File: config.mk
export PLATFORM = sky130hd
export DESIGN_NAME = reorder_buffer
export DESIGN_NICKNAME = d
export VERILOG_FILES = /design/src/rtl/reorder_buffer_pkg.sv /design/src/rtl/reorder_buffer.sv
export SDC_FILE = /design/constraint.sdc
export NUM_CORES = 1
export LEC_CHECK = 0
export BUFFER_PORTS_ARGS = -buffer_cell sky130_fd_sc_hd__buf_2
export CORE_MARGIN = 3
export CORE_UTILIZATION = 62
export CTS_CLUSTER_SIZE = 40
export DETAILED_ROUTE_END_ITERATION = 10
export HOLD_SLACK_MARGIN = 0.03
export PLACE_DENSITY = 0.82
export REMOVE_ABC_BUFFERS = 1
export SYNTH_ARGS = -nofsm -noshare
export SYNTH_HDL_FRONTEND = slang
export SYNTH_SLANG_ARGS = --single-unit
File: constraint.sdc
create_clock -name clk -period 4.7 [get_ports clk]
set_clock_uncertainty 0.15 [all_clocks]
set_input_delay 0.235 -clock clk [delete_from_list [all_inputs] [get_ports clk]]
set_output_delay 0.235 -clock clk [all_outputs]
set_load 0.005 [all_outputs]
File: src/rtl/reorder_buffer_pkg.sv
// Shared types for the out-of-order core's reorder buffer and the
// structures that carry ROB ids between dispatch, reservation stations and the CDB.
package reorder_buffer_pkg;

    localparam int unsigned ROB_DEPTH = 16;
    localparam int unsigned FU_COUNT  = 2;
    localparam int unsigned ROB_ID_W  = 8;

    typedef logic [ROB_ID_W-1:0] rob_id_t;
    typedef logic [4:0]          arch_reg_t;
    typedef logic [5:0]          phys_reg_t;

    // One ROB slot: liveness, completion and the rename mapping handed to commit.
    typedef struct packed {
        logic      valid;
        logic      done;
        arch_reg_t rd_arch;
        phys_reg_t rd_phys;
        phys_reg_t rd_old;
    } rob_entry_t;

    // Instruction as seen by dispatch once it has been assigned a ROB slot.
    typedef struct packed {
        rob_id_t     rob_id;
        logic [31:0] pc;
        arch_reg_t   rd_arch;
        phys_reg_t   rd_phys;
        phys_reg_t   rd_old;
        rob_id_t     rs1_source;
        rob_id_t     rs2_source;
    } rob_t;

    // Reservation-station payload; sources name the producing ROB entry.
    typedef struct packed {
        logic      valid;
        rob_id_t   rob_id;
        phys_reg_t rs1_phys;
        logic      rs1_ready;
        rob_id_t   rs1_source;
        phys_reg_t rs2_phys;
        logic      rs2_ready;
        rob_id_t   rs2_source;
        phys_reg_t rd_phys;
    } dispatch_reservation_t;

    // Common data bus broadcast from a functional unit.
    typedef struct packed {
        logic        valid;
        rob_id_t     rob_id;
        phys_reg_t   rd_phys;
        logic [31:0] data;
    } cdb_t;

endpackage

File: src/rtl/reorder_buffer.sv
// In-order retirement buffer: allocates a slot per dispatched instruction,
// marks slots done from CDB writebacks and retires the head in program order.
module reorder_buffer
    import reorder_buffer_pkg::*;
#(
    parameter int unsigned ROB_DEPTH = reorder_buffer_pkg::ROB_DEPTH,
    parameter int unsigned FU_COUNT  = reorder_buffer_pkg::FU_COUNT
) (
    input  logic                           clk,
    input  logic                           rst_n,

    input  logic                           dispatch_valid,
    output logic                           dispatch_ready,
    input  logic [4:0]                     dispatch_rd_arch,
    input  logic [5:0]                     dispatch_rd_phys,
    input  logic [5:0]                     dispatch_rd_old,
    output logic [7:0]                     dispatch_rob_id,

    input  logic [FU_COUNT-1:0]            cdb_valid,
    input  logic [FU_COUNT*8-1:0]          cdb_rob_id,

    output logic                           commit_valid,
    output logic [7:0]                     commit_rob_id,
    output logic [4:0]                     commit_rd_arch,
    output logic [5:0]                     commit_rd_phys,
    output logic [5:0]                     commit_rd_old,
    output logic                           commit_rd_we,

    output logic [$clog2(ROB_DEPTH):0]     count
);

    localparam int unsigned IDX_W = $clog2(ROB_DEPTH);
    localparam int unsigned PTR_W = IDX_W + 1;

    // Pointers carry an extra wrap bit so full and empty are distinguishable.
    logic [PTR_W-1:0] head_q, head_d;
    logic [PTR_W-1:0] tail_q, tail_d;
    rob_entry_t       entries_q [ROB_DEPTH];
    rob_entry_t       entries_d [ROB_DEPTH];

    logic [IDX_W-1:0] head_idx;
    logic [IDX_W-1:0] tail_idx;
    logic             empty;
    logic             full;
    logic             dispatch_fire;
    logic             commit_fire;
    rob_entry_t       head_entry;

    logic [IDX_W-1:0] cdb_idx      [FU_COUNT];
    logic             cdb_hit      [FU_COUNT];

    // Occupancy and handshake status, derived from registered state only.
    always_comb begin
        head_idx      = head_q[IDX_W-1:0];
        tail_idx      = tail_q[IDX_W-1:0];
        empty         = (head_q == tail_q);
        full          = (head_idx == tail_idx) && (head_q[IDX_W] != tail_q[IDX_W]);
        head_entry    = entries_q[head_idx];
        dispatch_fire = dispatch_valid && !full;
        commit_fire   = !empty && head_entry.valid && head_entry.done;
    end

    // Decode each CDB port; out-of-range ids and empty slots are dropped.
    always_comb begin
        for (int i = 0; i < int'(FU_COUNT); i++) begin
            logic [7:0] id;
            id         = cdb_rob_id[i*8 +: 8];
            cdb_idx[i] = id[IDX_W-1:0];
            cdb_hit[i] = cdb_valid[i] && (32'(id) < ROB_DEPTH) && entries_q[id[IDX_W-1:0]].valid;
        end
    end

    // Next-state: writebacks, then allocation at tail, then retirement at head.
    always_comb begin
        entries_d = entries_q;
        head_d    = head_q;
        tail_d    = tail_q;

        for (int i = 0; i < int'(FU_COUNT); i++) begin
            if (cdb_hit[i]) begin
                entries_d[cdb_idx[i]].done = 1'b1;
            end
        end

        // Tail slot is never live when not full, so no conflict with writebacks.
        if (dispatch_fire) begin
            entries_d[tail_idx].valid   = 1'b1;
            entries_d[tail_idx].done    = 1'b0;
            entries_d[tail_idx].rd_arch = dispatch_rd_arch;
            entries_d[tail_idx].rd_phys = dispatch_rd_phys;
            entries_d[tail_idx].rd_old  = dispatch_rd_old;
            tail_d                      = tail_q + PTR_W'(1);
        end

        if (commit_fire) begin
            entries_d[head_idx].valid = 1'b0;
            entries_d[head_idx].done  = 1'b0;
            head_d                    = head_q + PTR_W'(1);
        end
    end

    // State registers; reset discards every entry at once.
    always_ff @(posedge clk or negedge rst_n) begin
        if (!rst_n) begin
            head_q <= '0;
            tail_q <= '0;
            for (int i = 0; i < int'(ROB_DEPTH); i++) begin
                entries_q[i] <= '0;
            end
        end else begin
            head_q <= head_d;
            tail_q <= tail_d;
            for (int i = 0; i < int'(ROB_DEPTH); i++) begin
                entries_q[i] <= entries_d[i];
            end
        end
    end

    // Outputs; commit fields follow the head slot and only matter with commit_valid.
    always_comb begin
        dispatch_ready  = !full;
        dispatch_rob_id = rob_id_t'(tail_idx);
        commit_valid    = commit_fire;
        commit_rob_id   = rob_id_t'(head_idx);
        commit_rd_arch  = head_entry.rd_arch;
        commit_rd_phys  = head_entry.rd_phys;
        commit_rd_old   = head_entry.rd_old;
        commit_rd_we    = commit_fire && (head_entry.rd_arch != '0);
        count           = tail_q - head_q;
    end

endmodule

======== Word level (Yosys, flattened, before mapping) ========
Index checks and enable logic that the tools add are counted.
storage, ports and cells
  register bits after elaboration ......... 314
  input port bits ......................... 38
  output and inout bits ................... 41
  word-level logic and storage cells ...... 158
cells by class
  $add $sub $neg .......................... 3
  order comparisons ....................... 10
  equal/unequal tests ..................... 3
  muxes and demuxes ....................... 40
  bitwise gates (word level) .............. 4
  reductions and logical operators ........ 16
operators with widths
  cell                                                                           count
  304-bit bitwise mux                                                            9
  304-bit 2-to-1 mux                                                             4
  19-bit demux with 4-bit select                                                 9
  19-bit binary-select mux with 4-bit select                                     3
  19-bit 2-to-1 mux                                                              8
  18-bit 2-to-1 mux                                                              4
  5-bit >= comparator (second input constant)                                    4
  5-bit by 1-bit less-than comparator with 1-bit output (second input constant)  4
  4-bit inverter with 5-bit output                                               4
  17-bit 2-to-1 mux                                                              1
  8-bit by 5-bit less-than comparator with 1-bit output (second input constant)  2
  1-bit logical AND                                                              13
  12-bit 2-to-1 mux                                                              1
  5-bit by 1-bit adder with 5-bit output (second input constant)                 2
  6-bit 2-to-1 mux                                                               1
  5-bit == test                                                                  1
  5-bit nonzero test                                                             1
  5-bit subtractor                                                               1
  4-bit == test                                                                  1
  1-bit zero test                                                                2
  1-bit inequality test                                                          1

======== Depth between registers and ports, before layout ========
Gate-level depths: netlist of the first run.
  depth after elaboration ................. 18
  depth in mapped cells ................... 14

======== Worst setup path after synthesis of the first run ========
OpenSTA, ideal clock, no wires.
  path type ............................... reg-to-reg
  start point ............................. reg head_q[1]
  end point ............................... reg (tool-made name)
  arrival ................................. 3116 ps
  required time ........................... 4425 ps
  path slack .............................. 1309 ps
  stages on the path, launching flop included .. 15
  clock period less this slack ............ 3391 ps
  cells stage by stage .................... dfrtp_1 buf_2 buf_2 buf_2 buf_2 inv_1 ha_1 and4_1 nand2_1 and2_1 clkbuf_2 buf_4 nand3_2 buf_2 mux2_2
RTL lines
  element                 line                   source
  from (decl)             reorder_buffer.sv:36   logic [PTR_W-1:0] head_q, head_d;
  from (signal assigned)  reorder_buffer.sv:105  head_q <= '0;
  from (signal assigned)  reorder_buffer.sv:111  head_q <= head_d;

======== Worst setup path after layout of the first run ========
  start point ............................. reg head_q[1]
  end point ............................... out commit_rd_we
between the ends
  word-level cells in the longest chain between the ends .. 7
RTL lines
  element                                                                                             line                   source
  parallel branches: the longest is 6 deep, another holds 19-bit binary-select mux with 4-bit select  n/a
  1-bit logical AND (*)                                                                               reorder_buffer.sv:128  commit_rd_we = commit_fire && (head_entry.rd_arch != '0);
  to (decl)                                                                                           reorder_buffer.sv:27   output logic commit_rd_we,
Mark *: on every way between the ends. The select of a mux whose other input is x is not followed.

==> impl_metrics.yaml, run 1 <==
placed_design:
  dp.cells: 1307
  gp_congestion: 1.00
  place_hpwl_mm: 19.8
  io_buffers: 70
  postPlaceCellArea_mm2: 0.0156
cts:
  cts_tree: "built"
  insertion_delay_ns: 0.51
  cts_sinks: 314
  ctsHtreeMaxLevel: 2
  path_clk_slew_ns: 0.06
  clockBufferDepth: 3
  post_cts_buffers: 0
  cts_buffers: 34
  cts_resized: 0
  cts_root_buffer: "clkbuf_16"
drt:
  drc: 0
  via_per_inst: 6.53
  drtIter0Drc: 718
  routedWlPerCell_um: 25.3
  num_vias: 8951
  antenna_left: 0
  drt_wl_total_mm: 34.8
  first_pass_iters: 5
die:
  pin_count: 79
  die_area_mm2: 0.0263
  die_x_um: 162
  row_count: 56
  die_h_um: 162
  core_mm2: 0.0237
  initial_core_util: 0.638
grt:
  first_global_vias: 9359
  antenna_found_initial: 1
  grt_overflow: 0
  grtUsageTotal: 0.273
  grt_max_degree: 109
  grt_pass1_wl_mm: 54.8
worst_setup_path:
  end_kind: "primary output"
  worst-path-buf-inv: 3
  criticalPathCategory: "register to primary output"
  critical-path-top-delay-family: "buffers and inverters"
  crit_chain: "buf_4 -> buf_4 -> mux4_2 -> nand3_1 -> nand3_1 -> nor3_1 -> a21oi_1 -> buf_2"
  required_ns: 4.32
  cp_max_fo: 52
  startpoint_type: "register"
  cp_slowest_cell: "buf_4"
  arrival_ns: 3.35
  max_stage_delay_ns: 0.68
cells_and_area:
  seq_area_mm2: 0.00787
  fin_nets: 1079
  final_cell_area_mm2: 0.0167
  num_antenna_cells: 0
  multiInputGateArea_mm2: 0.00673
  synthToLayoutAreaGrowth_pct: 10.8
  drive_gt1_frac: 0.523
  final_cell_count_no_fill: 1371
  final_core_util: 0.707
  final.fill_count: 1602
pwr:
  ir_worst_vdd_v: 0.000428
  p_per_area_mw_per_mm2: 701
  p_leak_nw: 7.41
timing:
  worst_pin_slew_ns: 0.978
  max_freq_mhz: 268
  slew_headroom: 0.347
  min_period_over_period: 0.795
  setup_viol: 0
  rsz0062_at_grt: "no"
  hold_viol: 0
  finalCriticalPeriod_ns: 3.74
  drv_slew: 0
synthesis:
  ys.flop_type: "dfrtp_1"
  synth_top_area_frac: 0.520
  synthArstFlopShare: 1.00
  synth_seq_cells: 314
  yosysSeqAreaShare: 0.520
  synthTopCellsByArea: "dfrtp_1 (52%), mux2_2 (20%), mux4_2 (15%)"
  synth.avg_cell_area_um2: 15.4
  synth_cell_types: 50
  syn_inst: 980
  synth_warnings: 0
  synth.largest_area_cell: "dfrtp_1"
  syn_area_mm2: 0.0151
  synth_edf_count: 0
status:
  status: "completed"
run:
  drv_cap: 0
min_path:
  hold_class: "input pin to register"
## layout by cell type (no fill, tap or decap), types with 4 or more instances in the layout
cell / count
dfrtp_1: 312
mux2_2: 275
mux4_2: 98
buf_2: 69
clkbuf_16: 34
inv_1: 27
nand2_1: 19
nand3_1: 14
buf_4: 14
xnor2_1: 12
nand3_2: 12
o22ai_1: 12
ha_1: 12
a22oi_1: 10
clkinv_2: 9
a21oi_1: 8
nor2_1: 8
o221a_2: 8
conb_1: 8
a21boi_2: 6
o211a_1: 6
and3_1: 5
nand2b_1: 5
clkbuf_1: 5
nor2b_1: 4
bufinv_16: 4
dlygate4sd3_1: 4
## metal layers
metal / GRT usage / vias to the layer above / wire (µm)
met5: 0 / - / 13
met4: 0.0690 / 2 / 863
met3: 0.0515 / 78 / 2300
met2: 0.437 / 335 / 16800
met1: 0.395 / 4761 / 14800
li1: - / 3775 / -
## stage by stage
stage | TNS, ns | total power, W | hold slack [ns] | setup slack (ns)
3_3_place_gp | 0 | 0.00890 | 0.193 | 1.25
4_1_cts | 0 | 0.0118 | 0.0308 | 0.950
5_1_grt | 0 | 0.0124 | 0.0562 | 0.846
2_1_floorplan | -335.24 | 0.00780 | -0.211 | -1.52
6_report | 0 | 0.0117 | 0.0374 | 0.964
3_5_place_dp | 0 | 0.00908 | 0.194 | 1.16
## logic make-up (layout without fill, tap and decap cells)
family / count (synthesis) / count (layout) / synth area share
mux: 374 / 374 / 0.352
fa+ha+maj: 13 / 13 / 0.0113
other cells: 1 / 8 / 0.000248
compound gates: 59 / 59 / 0.0318
xor+xnor: 13 / 13 / 0.00754
flops: 314 / 314 / 0.520
simple gates: 95 / 95 / 0.0408
buf+inv: 111 / 176 / 0.0367
## power by group
part,switching [W],leakage [nW],internal [W]
clock,0.00107,0.558,0.00161
sequential,0.000650,3.86,0.00397
combinational,0.00186,2.99,0.00259
## final timing paths
kind | slack (ns) | to | from | cells after the start
max reg2reg | 1.06 | register | tail_q[3] | 8
min reg2reg | 0.35 | register | register | 1
min | 0.04 | register | dispatch_rd_old[2] | 2
max | 0.96 | commit_rd_we | head_q[1] | 8
min in group asynchronous | 0.21 | entries_q[18] | rst_n | 2
max in group asynchronous | 2.98 | asynchronous set/reset pin | rst_n | 3
## synthesized netlist by cell type (4+ instances only)
cell type / number
nand2b_1: 5
clkbuf_1: 30
o221a_2: 8
nor2b_1: 4
nand3_1: 14
mux4_2: 98
ha_1: 12
nor2_1: 8
nand3_2: 12
a22oi_1: 10
o211a_1: 6
inv_1: 27
nand2_1: 19
buf_2: 28
and3_1: 5
a21oi_1: 8
xnor2_1: 12
buf_4: 21
a21boi_2: 6
mux2_2: 275
o22ai_1: 12
dfrtp_1: 314
## layout make-up
| cell class | count | share of cell area |
|---|---|---|
| Clock buffer | 42 | 0.0544 |
| Clock inverter | 18 | 0.0129 |
| Inverter | 27 | 0.00605 |
| Multi-Input combinational cell | 562 | 0.402 |
| Sequential cell | 314 | 0.470 |
| Tap cell | 319 | 0.0238 |
| Timing Repair Buffer | 89 | 0.0314 |
## timing repair
action | CTS | global route
setup endpoints to repair | 0 | 0
endpoints found under the hold margin | 132 | 0
hold buffers | 4 | 0
(Power assumes the default switching activity.)
==> inputs of run 2 (changes only) <==
==> constraint.sdc (replaced) <==
create_clock -name clk -period 3.53 [get_ports clk]
set_clock_uncertainty 0.15 [all_clocks]
set_input_delay 0.1765 -clock clk [delete_from_list [all_inputs] [get_ports clk]]
set_output_delay 0.1765 -clock clk [all_outputs]
set_load 0.005 [all_outputs]
==> run 2 against run 1 <==
Effect of this change: via count grew 0.75%; total power grew 36%; non-clock buffer count grew 37; wire length grew 3.0%; cell area grew 3.0%; cell count grew 2.5%; critical path depth shrank 1; die area is the same; register-to-register slack lost 0.66 ns; first-iteration DRC count shrank 8.8%; hold slack gained 0.030 ns.
==> impl_metrics.yaml, run 2 (synthesis gave the netlist of run 1 again) <==
cts:
  cts_root_buffer: "clkbuf_16"
  cts_sinks: 314
  cts_buffers: 31
  cts_tree: "built"
  ctsHtreeMaxLevel: 1
  clockBufferDepth: 3
  path_clk_slew_ns: 0.06
  post_cts_buffers: 0
  insertion_delay_ns: 0.55
grt:
  first_global_vias: 9689
  grt_pass1_wl_mm: 55.6
  gr-usage-met3: 0.0390
  busiest_layer: "met2"
  use_met2: 0.447
  grt_util_met1: 0.385
  grt_max_degree: 100
  grt_overflow: 0
  antenna_found_initial: 1
  grtUsageTotal: 0.274
timing:
  max_freq_mhz: 294
  worst_pin_slew_ns: 0.806
  fin_setup_tns_ns: 0
  drv_slew: 0
  slew_headroom: 0.462
  finalCriticalPeriod_ns: 3.40
  worst_slack_ns: 0.133
  min_period_over_period: 0.962
  setup_viol: 0
  hold_viol: 0
  rsz0062_at_grt: "no"
placed_design:
  dp_worst_setup_slack_ns: 0.535
  gp_congestion: 0.961
  dp.cells: 1328
  io_buffers: 70
  place_hpwl_mm: 21.7
worst_setup_path:
  arrival_ns: 3.07
  required_ns: 3.20
  end_kind: "primary output"
  criticalPathCategory: "register to primary output"
  cp_max_fo: 28
  startpoint_type: "register"
die:
  pin_count: 79
  die_area_mm2: 0.0263
  die_h_um: 162
  core_mm2: 0.0237
  row_count: 56
  initial_core_util: 0.638
  die_x_um: 162
run:
  drv_cap: 0
drt:
  drtIter0Drc: 655
  via_per_inst: 6.42
  routedWlPerCell_um: 25.5
  antenna_left: 0
  drc: 0
  first_pass_iters: 6
  drt_wl_total_mm: 35.8
  num_vias: 9018
pwr:
  ir_worst_vdd_v: 0.000520
  p_leak_nw: 7.64
  fin_total_pwr_w: 0.0160
  p_per_area_mw_per_mm2: 927
cells_and_area:
  final_cell_count_no_fill: 1405
  fin_nets: 1113
  drive_gt1_frac: 0.526
  synthToLayoutAreaGrowth_pct: 14.2
  layout_commonest_cell: "dfrtp_1"
  final.fill_count: 1505
  layout_common_cells: "dfrtp_1 (312), mux2_2 (275), mux4_2 (98)"
status:
  status: "completed"
min_path:
  hold_class: "input pin to register"
[run 2: critical path, cell delays in order (launching register included)]
cell,delay (ns)
dfrtp_4,0.49
buf_16,0.25
mux4_2,0.61
mux2_2,0.29
a22oi_1,0.26
nand2b_2,0.32
a21oi_1,0.11
buf_2,0.15
[run 2: layout make-up]
cell class / instances / area [µm²] / area share
sequential: 314 / 7870 / 0.456
antenna: 1 / 2.50 / 0.000145
clock buffer: 41 / 883 / 0.0512
multi-input combinational: 562 / 6730 / 0.390
tap: 319 / 399 / 0.0231
inverter: 27 / 101 / 0.00587
timing repair buffer: 126 / 1010 / 0.0587
clock inverter: 15 / 262 / 0.0152
[run 2: stage by stage]
stage          hold slack, ns  area, µm²  utilization
2_1_floorplan          -0.269      14700            -
3_5_place_dp            0.117      15900        0.670
5_1_grt                0.0950      17300        0.728
4_1_cts                0.0500      17200        0.726
3_3_place_gp            0.127      15900        0.670
6_report               0.0674      17300        0.728
[run 2: report_power, final]
part | internal, W | switching [W]
registers | 0.00529 | 0.000912
logic | 0.00360 | 0.00254
clock network | 0.00226 | 0.00139
[run 2: final timing paths]
path	startpoint	to	slack [ns]	cells after the start
worst max-delay path	head_q[0]	commit_rd_we	0.13	7
worst min-delay path	cdb_rob_id[9]	entries_q[226]	0.07	3
worst max register to register	head_q[1]	register	0.40	9
worst min register to register	register	register	0.35	1
max in group asynchronous	rst_n	asynchronous set/reset pin	2.12	3
min in group asynchronous	rst_n	asynchronous set/reset pin	0.08	2
[run 2: layer usage]
layer | vias to the layer above | part of all wire | wire length, µm
met5 | - | 0 | 0
met4 | 0 | 0.030 | 1090
met3 | 87 | 0.062 | 2230
met2 | 326 | 0.49 | 17500
met1 | 4782 | 0.42 | 15000
li1 | 3823 | - | -
[run 2: timing repair]
item | CTS | global route
hold buffers | 18 | 0
resized for setup | 0 | 2
hold endpoints to repair | 367 | 0
endpoints found under the setup margin | 0 | 7
